===== src/rtl/esc_pwm_encoder.sv =====
// esc_pwm_encoder: per-motor PWM transmitter for ESC/servo drive.
// Accepts microsecond width commands over valid/ready, clamps them to a
// safe window, and emits one glitch-free pulse per fixed-period frame.
// New widths take effect only at frame boundaries; if commands stop
// arriving for TIMEOUT_FRAMES frames the output falls back to DISARM_US.
module esc_pwm_encoder #(
  parameter int CLK_DIV        = 50,
  parameter int FRAME_US       = 2500,
  parameter int MIN_US         = 1000,
  parameter int MAX_US         = 2000,
  parameter int DISARM_US      = 1000,
  parameter int TIMEOUT_FRAMES = 8
) (
  input  logic        clk,
  input  logic        rst,
  input  logic        i_valid,
  output logic        o_ready,
  input  logic [15:0] i_us,
  output logic        o_pwm,
  output logic        o_frame_start,
  output logic [15:0] o_active_us,
  output logic        o_clamped,
  output logic        o_failsafe
);

  // Prescaler width; a divide-by-one still needs a one-bit counter.
  localparam int DIV_W = (CLK_DIV > 1) ? $clog2(CLK_DIV) : 1;

  localparam logic [DIV_W-1:0] DIV_LAST   = DIV_W'(CLK_DIV - 1);
  localparam logic [15:0]      FRAME_LAST = 16'(FRAME_US - 1);
  localparam logic [15:0]      MIN_W      = 16'(MIN_US);
  localparam logic [15:0]      MAX_W      = 16'(MAX_US);
  localparam logic [15:0]      DISARM_W   = 16'(DISARM_US);
  localparam logic [15:0]      TIMEOUT_W  = 16'(TIMEOUT_FRAMES);

  // S_IDLE is only occupied while in reset; the first edge out of reset
  // opens frame 0 exactly like a regular frame boundary.
  typedef enum logic [1:0] {
    S_IDLE = 2'd0,
    S_HIGH = 2'd1,
    S_LOW  = 2'd2
  } state_e;

  // Clamp a commanded width into [MIN_US, MAX_US].
  function automatic logic [15:0] clamp_us(input logic [15:0] x);
    logic [15:0] r;
    if (x < MIN_W) begin
      r = MIN_W;
    end else if (x > MAX_W) begin
      r = MAX_W;
    end else begin
      r = x;
    end
    return r;
  endfunction

  // True when a commanded width lies outside the safe window.
  function automatic logic out_of_range(input logic [15:0] x);
    return (x < MIN_W) || (x > MAX_W);
  endfunction

  state_e             state_q,       state_d;
  logic [DIV_W-1:0]   div_cnt_q,     div_cnt_d;
  logic [15:0]        us_cnt_q,      us_cnt_d;
  logic               full_q,        full_d;
  logic [15:0]        slot_q,        slot_d;
  logic [15:0]        miss_q,        miss_d;
  logic [15:0]        active_q,      active_d;
  logic               clamped_q,     clamped_d;
  logic               failsafe_q,    failsafe_d;
  logic               pwm_q,         pwm_d;
  logic               frame_start_q, frame_start_d;
  logic               ready_q,       ready_d;

  logic               running;
  logic               us_tick;
  logic               boundary;
  logic               fall_point;
  logic               xfer;
  logic [15:0]        miss_inc;

  // Microsecond prescaler and frame counter; both hold at zero until frame 0 starts.
  always_comb begin
    running   = (state_q != S_IDLE);
    us_tick   = running && (div_cnt_q == DIV_LAST);
    boundary  = us_tick && (us_cnt_q == FRAME_LAST);
    div_cnt_d = div_cnt_q;
    us_cnt_d  = us_cnt_q;
    if (!running) begin
      div_cnt_d = '0;
      us_cnt_d  = 16'd0;
    end else if (us_tick) begin
      div_cnt_d = '0;
      if (boundary) begin
        us_cnt_d = 16'd0;
      end else begin
        us_cnt_d = us_cnt_q + 16'd1;
      end
    end else begin
      div_cnt_d = div_cnt_q + DIV_W'(1);
    end
  end

  // Pending command slot, miss counter and the per-frame width latch.
  always_comb begin
    xfer       = i_valid && ready_q;
    miss_inc   = (miss_q >= TIMEOUT_W) ? TIMEOUT_W : (miss_q + 16'd1);
    full_d     = full_q;
    slot_d     = slot_q;
    miss_d     = miss_q;
    active_d   = active_q;
    clamped_d  = clamped_q;
    failsafe_d = failsafe_q;
    // The boundary looks at the slot as it was before this edge, so a
    // command accepted on the boundary cycle itself waits one more frame.
    if (boundary) begin
      if (full_q) begin
        active_d   = clamp_us(slot_q);
        clamped_d  = out_of_range(slot_q);
        full_d     = 1'b0;
        miss_d     = 16'd0;
        failsafe_d = 1'b0;
      end else begin
        miss_d = miss_inc;
        if (miss_inc == TIMEOUT_W) begin
          active_d   = DISARM_W;
          clamped_d  = 1'b0;
          failsafe_d = 1'b1;
        end else begin
          active_d = active_q;
        end
      end
    end else begin
      miss_d = miss_q;
    end
    // ready_q is low whenever full_q is set, so this never overwrites.
    if (xfer) begin
      full_d = 1'b1;
      slot_d = i_us;
    end else begin
      slot_d = slot_d;
    end
    ready_d = !full_d;
  end

  // Pulse FSM: rise at each frame boundary, fall after active_us microseconds.
  always_comb begin
    fall_point    = us_tick && (us_cnt_q == (active_q - 16'd1));
    state_d       = state_q;
    frame_start_d = 1'b0;
    case (state_q)
      S_IDLE: begin
        state_d       = S_HIGH;
        frame_start_d = 1'b1;
      end
      S_HIGH: begin
        if (fall_point) begin
          state_d = S_LOW;
        end else begin
          state_d = S_HIGH;
        end
      end
      S_LOW: begin
        if (boundary) begin
          state_d       = S_HIGH;
          frame_start_d = 1'b1;
        end else begin
          state_d = S_LOW;
        end
      end
      default: begin
        state_d = S_IDLE;
      end
    endcase
    pwm_d = (state_d == S_HIGH);
  end

  // Timebase and FSM state registers.
  always_ff @(posedge clk) begin
    if (rst) begin
      state_q   <= S_IDLE;
      div_cnt_q <= '0;
      us_cnt_q  <= 16'd0;
    end else begin
      state_q   <= state_d;
      div_cnt_q <= div_cnt_d;
      us_cnt_q  <= us_cnt_d;
    end
  end

  // Command slot and failsafe bookkeeping registers.
  always_ff @(posedge clk) begin
    if (rst) begin
      full_q     <= 1'b0;
      slot_q     <= 16'd0;
      miss_q     <= TIMEOUT_W;
      active_q   <= DISARM_W;
      clamped_q  <= 1'b0;
      failsafe_q <= 1'b1;
    end else begin
      full_q     <= full_d;
      slot_q     <= slot_d;
      miss_q     <= miss_d;
      active_q   <= active_d;
      clamped_q  <= clamped_d;
      failsafe_q <= failsafe_d;
    end
  end

  // Registered pin-level outputs so the motor line cannot glitch.
  always_ff @(posedge clk) begin
    if (rst) begin
      pwm_q         <= 1'b0;
      frame_start_q <= 1'b0;
      ready_q       <= 1'b0;
    end else begin
      pwm_q         <= pwm_d;
      frame_start_q <= frame_start_d;
      ready_q       <= ready_d;
    end
  end

  assign o_pwm         = pwm_q;
  assign o_frame_start = frame_start_q;
  assign o_ready       = ready_q;
  assign o_active_us   = active_q;
  assign o_clamped     = clamped_q;
  assign o_failsafe    = failsafe_q;

endmodule

===== config.mk =====
export PLATFORM = sky130hd
export DESIGN_NAME = esc_pwm_encoder
export DESIGN_NICKNAME = d
export VERILOG_FILES = /design/src/rtl/esc_pwm_encoder.sv
export SDC_FILE = /design/constraint.sdc
export NUM_CORES = 1
export LEC_CHECK = 0
export BUFFER_PORTS_ARGS = -buffer_cell sky130_fd_sc_hd__buf_2
export CAP_MARGIN = 20
export CORE_AREA = 8 8 131 133
export DETAILED_ROUTE_END_ITERATION = 8
export DIE_AREA = 0 0 139 141
export GPL_TIMING_DRIVEN = 0
export HOLD_SLACK_MARGIN = 0.02
export PLACE_DENSITY = 0.36
export SLEW_MARGIN = 20
export SYNTH_ARGS = -nofsm -noshare
export SYNTH_HDL_FRONTEND = slang
export SYNTH_SLANG_ARGS = --single-unit

===== constraint.sdc =====
create_clock -name clk -period 4.2 [get_ports clk]
set_input_delay 0.21 -clock clk [delete_from_list [all_inputs] [get_ports clk]]
set_output_delay 0.21 -clock clk [all_outputs]
set_load 0.02 [all_outputs]

* After elaboration in Yosys (flattened, before gate mapping) *
Index checks and enable logic that the tools add are counted.
Widths: inputs -> output; s select.

storage, ports and cells
  output and inout bits = 21
  bits of input ports = 19
  register bits after elaboration = 78
  logic and storage cells = 57

cells by class
  equal/unequal tests = 7
  order comparisons = 3
  bitwise logic cells = 1
  reduce and logical (&&, ||, !) cells = 12
  mux-type cells = 18
  add/sub/neg operators = 4

operators by type and width
  cell                   number
  $mux 16                7
  $add 16x1->16 const B  2
  $eq 16x12->1 const B   1
  $eq 16x16->1           1
  $eq 16x4->1 const B    1
  $ge 16x4->1 const B    1
  $gt 16x11->1 const B   1
  $lt 16x10->1 const B   1
  $sub 16x1->16 const B  1
  $mux 1                 7
  $add 6x1->6 const B    1
  $eq 6x6->1 const B     1
  $pmux 2 s3             1
  $eq 2x1->1 const B     2
  $logic_and 1x1->1      4
  $mux 2                 2
  $reduce_bool 2->1      2
  $reduce_or 3->1        1
  $eq 2x2->1 const B     1
  $logic_not 2->1        1
  $pmux 1 s2             1
  $reduce_and 2->1       1
  $reduce_or 2->1        1
  $logic_not 1->1        1
  other kinds (2)        2

* Logic depth before layout (Yosys ltp) *
Gate-level depths: netlist of the first run.

  depth after elaboration = 6
  depth in mapped cells = 9
  mapped depth without buffers = 8

* Worst setup path after synthesis of the first run *
Ideal clock, no wire load.

  path kind = register -> register
  from = reg active_q[0] (netlist: o_active_us[0])
  to = reg pwm_q (netlist: o_pwm)
  stages on the path, launching flop included = 9
  data required time = 4.078 ns
  library setup time = 0.122 ns
  path slack = 1.898 ns
  path buffers = 0
  arrival = 2.180 ns
  period minus slack after synthesis = 2.302 ns
  cells stage by stage = dfxtp_1 inv_1 ha_1 nor4b_4 nand2_2 or3_1 a21oi_1 nand4_1 o311a_1

on the way
  longest elaborated chain between the ends = 6

ends and longest elaborated chain
  item                      line  RTL
  start: declaration        68    logic [15:0] active_q, active_d;
  start signal: assignment  204   active_q <= active_d;
  $sub 16x1->16             148   fall_point = us_tick && (us_cnt_q == (active_q - 16'd1));
  $eq 16x16->1              148
  $logic_and 1x1->1         148
  $mux 2                    157   if (fall_point) begin
  $pmux 2 s3                151   case (state_q)
  $eq 2x1->1                175   pwm_d = (state_d == S_HIGH);
  end signal: assignment    217   pwm_q <= pwm_d;
  end: declaration          71    logic pwm_q, pwm_d;

Every way passes these cells.
A chain may end at the register's enable or synchronous reset.

* Worst setup path after layout of the first run *
Same ends and word-level chain as after synthesis.

==> impl_metrics.yaml, run 1 <==
clock_network:
  cts_buffers: 9
  cts-root-buf: "clkbuf_16"
  clock_latency_ps: 340
  ctsHoldBuffers: 0
  clk_pin_slew_worst_paths_ps: 60
  post_cts_resized: 0
  cts_tree: "done"
  cts_setup_buffers: 0
  htreeDepth: 3
  clock_path_buffers: 2
  cts.sinks: 78
grt:
  grt_max_degree: 13
  grt_pass1_wl_um: 17100
  grt_pass1_vias: 3242
  antenna_found_initial: 0
  grt_use_total: 0.111
  overflow: 0
critical_path:
  critPathArrivalTime_ps: 2850
  setup.worst_path.class: "register to register"
  max_stage_delay_ps: 500
  critPathBufInv: 1
  crit_fanout: 9
  cp.required_ps: 4410
  path_cells: "inv_1, ha_1, nor4b_4, and4_1, a21oi_1, a211oi_1, nand4_1, o311a_1"
  path_delay_family: "simple AND/OR/NAND/NOR gates"
  slowest_stage: "nor4b_4"
  start_kind: "register"
  endpoint_kind: "register"
pwr:
  ir_worst_vdd_v: 0.000212
  pwr-share-seq: 0.457
  p_leak_uw: 0.00166
  powerDensity_nw_per_um2: 375
  comb_power_share: 0.037
  clkPwrFrac: 0.506
  cellInternalPower_uw: 1320
  power_switching_share: 0.207
  power.switching_uw: 345
detailed_routing:
  routed-wl-met2_um: 4950
  num_vias: 3152
  topRoutingLayerUsed: "met4"
  via_per_inst: 4.60
  wl_met1_um: 4820
  drtIter0Drc: 100
  first_pass_iters: 4
  wl_met3_um: 372
  totalWireLength_um: 10300
  drc: 0
  wire_per_inst_um: 15.0
  drtAntennaViolNets: 0
sta:
  hold_viol: 0
  tightest_slew_ps: 839
  tns_ps: 0
  final.setup_skew_ps: 7.04
  fin_crit_ps: 2640
  timing.fmax_mhz: 378
  maxSlewViolCount: 0
  rsz0062_at_grt: "false"
  relSlewSlack: 0.435
  finalCritPeriodShare: 0.629
  hold_slack_ps: 109
  finalWorstSetupSlack_ps: 1560
  finalSetupViolCount: 0
synth:
  synthMuxAreaShare: 0.00272
  syn-num-nets: 469
  synthesis.area_sq_um: 3680
  synthArstFlopShare: 0
  synth_xor_area_frac: 0.0903
  synthSimpleGateAreaFrac: 0.290
  yosys_warnings: 0
  syn_inst: 444
  synth_top_area_share: 0.424
  ys_types: 53
  ys_seq_area_frac: 0.424
  synth_fa_ha_area_frac: 0.0204
  yosys_most_used_dff: "dfxtp_1"
  ys_seq_elements: 78
  synth_top_family_by_area: "simple AND/OR/NAND/NOR gates"
  synth-edff-count: 0
  synth-compound-area-share: 0.123
  yosys-top-cells-area: "dfxtp_1, nand2_1, nor2_1, xor2_1, a21oi_1"
  yosys.area.top_type: "dfxtp_1"
  post_synth.cell_area_avg_sq_um: 8.30
finish:
  fillers: 1637
  final_nets: 519
  drive_gt1_frac: 0.135
  final_common_cell: "dfxtp_1"
  final_cell_mix: "dfxtp_1, nand2_1, nor2_1, buf_2, a21oi_1"
  antenna_cells: 0
  syn2layout_area_growth_pct: 20.4
  fin_area_sq_um: 4440
  stdcell_count: 685
place:
  dp.cells: 671
  gp_congestion: 0.759
  io_buffer_count: 39
  place_area_sq_um: 4120
  pre_cts_slack_ps: 1520
  dp_hpwl_um: 7940
floorplanning:
  start_util: 0.246
  die_x_um: 139
  dieArea_sq_um: 19600
  fp.dieH_um: 141
  row_count: 45
  ioPinCount: 40
  design.core.area_sq_um: 15000
outcome:
  status: "complete, no violations"
flow_run:
  maxCapViolCount: 0
worst_hold_path:
  holdCritPathClass: "primary input to register"
cells by family (layout without fill, tap and decap cells):
family / count (synthesis) / in the layout
XOR/XNOR: 38 / 38
AND/OR/NAND/NOR: 206 / 206
buffers and inverters: 40 / 93
flip-flops: 78 / 78
adder cells (fa/ha/maj): 6 / 6
AO/OA/AOI/OAI: 75 / 75
multiplexers: 1 / 1
cell type report:
type / instances / area, sq um / share of cell area
multi-input cells: 326 / 1940 / 0.437
flip-flops and latches: 78 / 1560 / 0.352
clock buffers: 11 / 253 / 0.0570
well taps: 188 / 235 / 0.0530
repair buffers: 39 / 195 / 0.0440
plain buffers: 28 / 138 / 0.0310
clock inverters: 3 / 68.8 / 0.0155
inverters: 12 / 45.0 / 0.0102
state kept, by name, indices dropped and copies added (netlist names):
register	cells
miss_q	16
o_active_us	16
slot_q	16
us_cnt_q	16
div_cnt_q	6
state_q	2
full_q	1
o_clamped	1
o_failsafe	1
o_frame_start	1
o_pwm	1
o_ready	1
routing by layer:
layer,up-vias,global-route usage
met5,-,0
met4,0,0.0358
met3,8,0.0368
met2,45,0.186
met1,1461,0.131
li1,1638,-
worst reg2reg max path, cell delays in order, from the launching register on:
cell      delay [ps]
dfxtp_1          390
inv_1             90
ha_1             240
nor4b_4          500
and4_1           270
a21oi_1           80
a211oi_1         290
nand4_1          220
o311a_1          430
cells in the mapped netlist (3+ instances only):
| library cell | instances |
|---|---|
| buf_6 | 4 |
| nor4_1 | 9 |
| and4_1 | 3 |
| ha_1 | 6 |
| inv_1 | 12 |
| o21ai_0 | 5 |
| or3_1 | 5 |
| or4_1 | 4 |
| o21ai_1 | 11 |
| xor2_1 | 20 |
| nor2_1 | 53 |
| nand4_1 | 7 |
| nand2b_1 | 3 |
| nand2_1 | 62 |
| nand3_1 | 13 |
| dfxtp_1 | 78 |
| nand4b_1 | 4 |
| a21oi_1 | 34 |
| clkbuf_1 | 20 |
| and3_1 | 20 |
| xnor2_1 | 18 |
| nor3_1 | 8 |
| a211oi_1 | 5 |
stage by stage:
step / util / power [uW]
finish: 0.296 / 1670
global route: 0.296 / 1750
CTS: 0.296 / 1700
detailed placement: 0.275 / 840
global placement: 0.275 / 840
floorplan: - / 813
final timing paths:
kind,start,end,slack [ps],cells after the start
min reg2reg,slot_q[14],slot_q[14],450,2
min,i_us[12],slot_q[12],110,3
max,o_active_us[0],o_pwm,1560,8
max reg2reg,o_active_us[0],o_pwm,1560,8
power by group through the flow:
stage | combinational [uW] | clock (uW) | sequential (uW)
final | 61.4 | 843 | 761
after global routing | 70.9 | 913 | 763
after CTS | 63.2 | 873 | 761
after detailed placement | 62.9 | 0 | 777
after global placement | 62.1 | 0 | 778
after floorplan | 35.8 | 0 | 777
(Power assumes the default switching activity.)
==> run 2, diff against run 1 <==
clock period = 2.52 ns   (was 4.2 ns; I/O delays follow)
==> run 2 against run 1 <==
Clock skew hardly changed. First-iteration DRC count up 6.0%. Clock power grew 66%. Worst hold slack worse by 73 ps. Total power rose by 67%. Critical path type unchanged. Critical endpoint unchanged.
==> impl_metrics.yaml, run 2 (synthesis results as in run 1) <==
outcome:
  status: "complete, no violations"
pwr:
  power_switching_share: 0.206
  total_power_uw: 2780
  p_leak_uw: 0.00172
  power.switching_uw: 574
  pwr-share-seq: 0.456
  clkPwrFrac: 0.504
  cellInternalPower_uw: 2210
  powerDensity_nw_per_um2: 608
  comb_power_share: 0.040
  ir_worst_vdd_v: 0.000351
place:
  dp.cells: 671
  io_buffer_count: 39
  dp_hpwl_um: 7940
  gp_congestion: 0.759
detailed_routing:
  drc: 0
  drtAntennaViolNets: 0
  drtIter0Drc: 106
  totalWireLength_um: 10300
  num_vias: 3218
  wire_per_inst_um: 14.9
  first_pass_iters: 4
  via_per_inst: 4.62
floorplanning:
  dieArea_sq_um: 19600
  design.core.area_sq_um: 15000
  ioPinCount: 40
  die_x_um: 139
  row_count: 45
  start_util: 0.246
  fp.dieH_um: 141
critical_path:
  slowest_stage: "or4_1"
  path_delay_family: "simple AND/OR/NAND/NOR gates"
  path_cells: "buf_6, nor4_2, nand2_2, or4_1, a22oi_1, nand4_1, o311a_1"
  max_stage_delay_ps: 530
  cp.required_ps: 2730
  crit_fanout: 7
  setup.worst_path.class: "register to register"
  critPathArrivalTime_ps: 2550
  endpoint_kind: "register"
  critPathBufInv: 1
  start_kind: "register"
sta:
  hold_viol: 0
  fin_crit_ps: 2340
  finalSetupViolCount: 0
  rsz0062_at_grt: "false"
  final.setup_skew_ps: 7.22
  maxSlewViolCount: 0
  relSlewSlack: 0.619
  finalCritPeriodShare: 0.928
  tightest_slew_ps: 566
  timing.fmax_mhz: 428
clock_network:
  htreeDepth: 3
  cts_tree: "done"
  cts.sinks: 78
  clock_path_buffers: 2
  cts-root-buf: "clkbuf_16"
  cts_buffers: 9
  clock_latency_ps: 340
  clk_pin_slew_worst_paths_ps: 60
grt:
  grt_max_degree: 13
  grt_pass1_wl_um: 17200
  grt_pass1_vias: 3260
  overflow: 0
  grt_use_total: 0.111
  antenna_found_initial: 0
finish:
  antenna_cells: 0
  final_common_cell: "dfxtp_1"
  stdcell_count: 696
  final_cell_mix: "dfxtp_1, nand2_1, nor2_1, buf_2, a21oi_1"
  multiInputGateArea_sq_um: 1970
  final_nets: 530
  drive_gt1_frac: 0.159
  fillers: 1634
  syn2layout_area_growth_pct: 24.2
  regArea_sq_um: 1560
flow_run:
  maxCapViolCount: 0
worst_hold_path:
  holdCritPathClass: "primary input to register"
-- run 2: changes by cell type in the layout (fill, tap and decap cells not counted), sizes merged --
| cell | change |
|---|---|
| dlygate4sd3 | +8 |
| buf | +5 |
| clkbuf | -2 |
-- run 2: per-stage QoR --
stage	hold WS, ps	TNS [ps]	setup WS, ps	util	cell area, sq um
6_report	36.6	0	182	0.306	4580
5_1_grt	32.7	0	1.81	0.306	4580
4_1_cts	23.0	0	18.2	0.302	4530
3_5_place_dp	374	-502	-161	0.275	4120
3_3_place_gp	370	-263	-154	0.275	4120
2_1_floorplan	262	0	218	-	3680
-- run 2: worst paths after layout --
kind,slack [ps],depth (start not counted),to,startpoint
setup reg to reg,180,7,o_pwm,o_active_us[6]
hold reg to reg,450,2,slot_q[14],slot_q[14]
setup / recovery,180,7,o_pwm,o_active_us[6]
hold / removal,40,3,slot_q[6],i_us[6]
-- run 2: per-layer routing --
layer  global-route usage  vias up  share of wire
met5                    0        -              0
met4               0.0358        0          0.014
met3               0.0368        8          0.040
met2                0.187       48           0.48
met1                0.131     1504           0.46
li1                     -     1658              -
-- run 2: timing repair --
action | 4_1_cts | 5_1_grt
pin swaps | 0 | 3
endpoints found under the hold margin | 8 | 0
setup endpoints to repair | 13 | 30
buffers inserted | 1 | 4
hold buffers | 8 | 0
resized for setup | 1 | 8
-- run 2: power by group through the flow --
stage          Sequential, uW  Clock (uW)  Combinational (uW)
2_1_floorplan            1290           0                59.7
3_3_place_gp             1300           0                 103
3_5_place_dp             1300           0                 105
4_1_cts                  1270        1450                 115
5_1_grt                  1270        1520                 128
6_report                 1270        1400                 112
-- run 2: cell type report --
type,instances,share of cell area
clock inverter,3,0.0150
multi-input combinational,326,0.430
timing repair buffer,52,0.0684
tap,188,0.0514
sequential,78,0.342
clock buffer,11,0.0552
inverter,12,0.00984
buffer,26,0.0287
-- run 2: worst reg2reg max path, stage by stage, from the launching register on --
cell	delay (ps)
dfxtp_1	320
buf_6	140
nor4_2	340
nand2_2	140
or4_1	530
a22oi_1	170
nand4_1	180
o311a_1	400
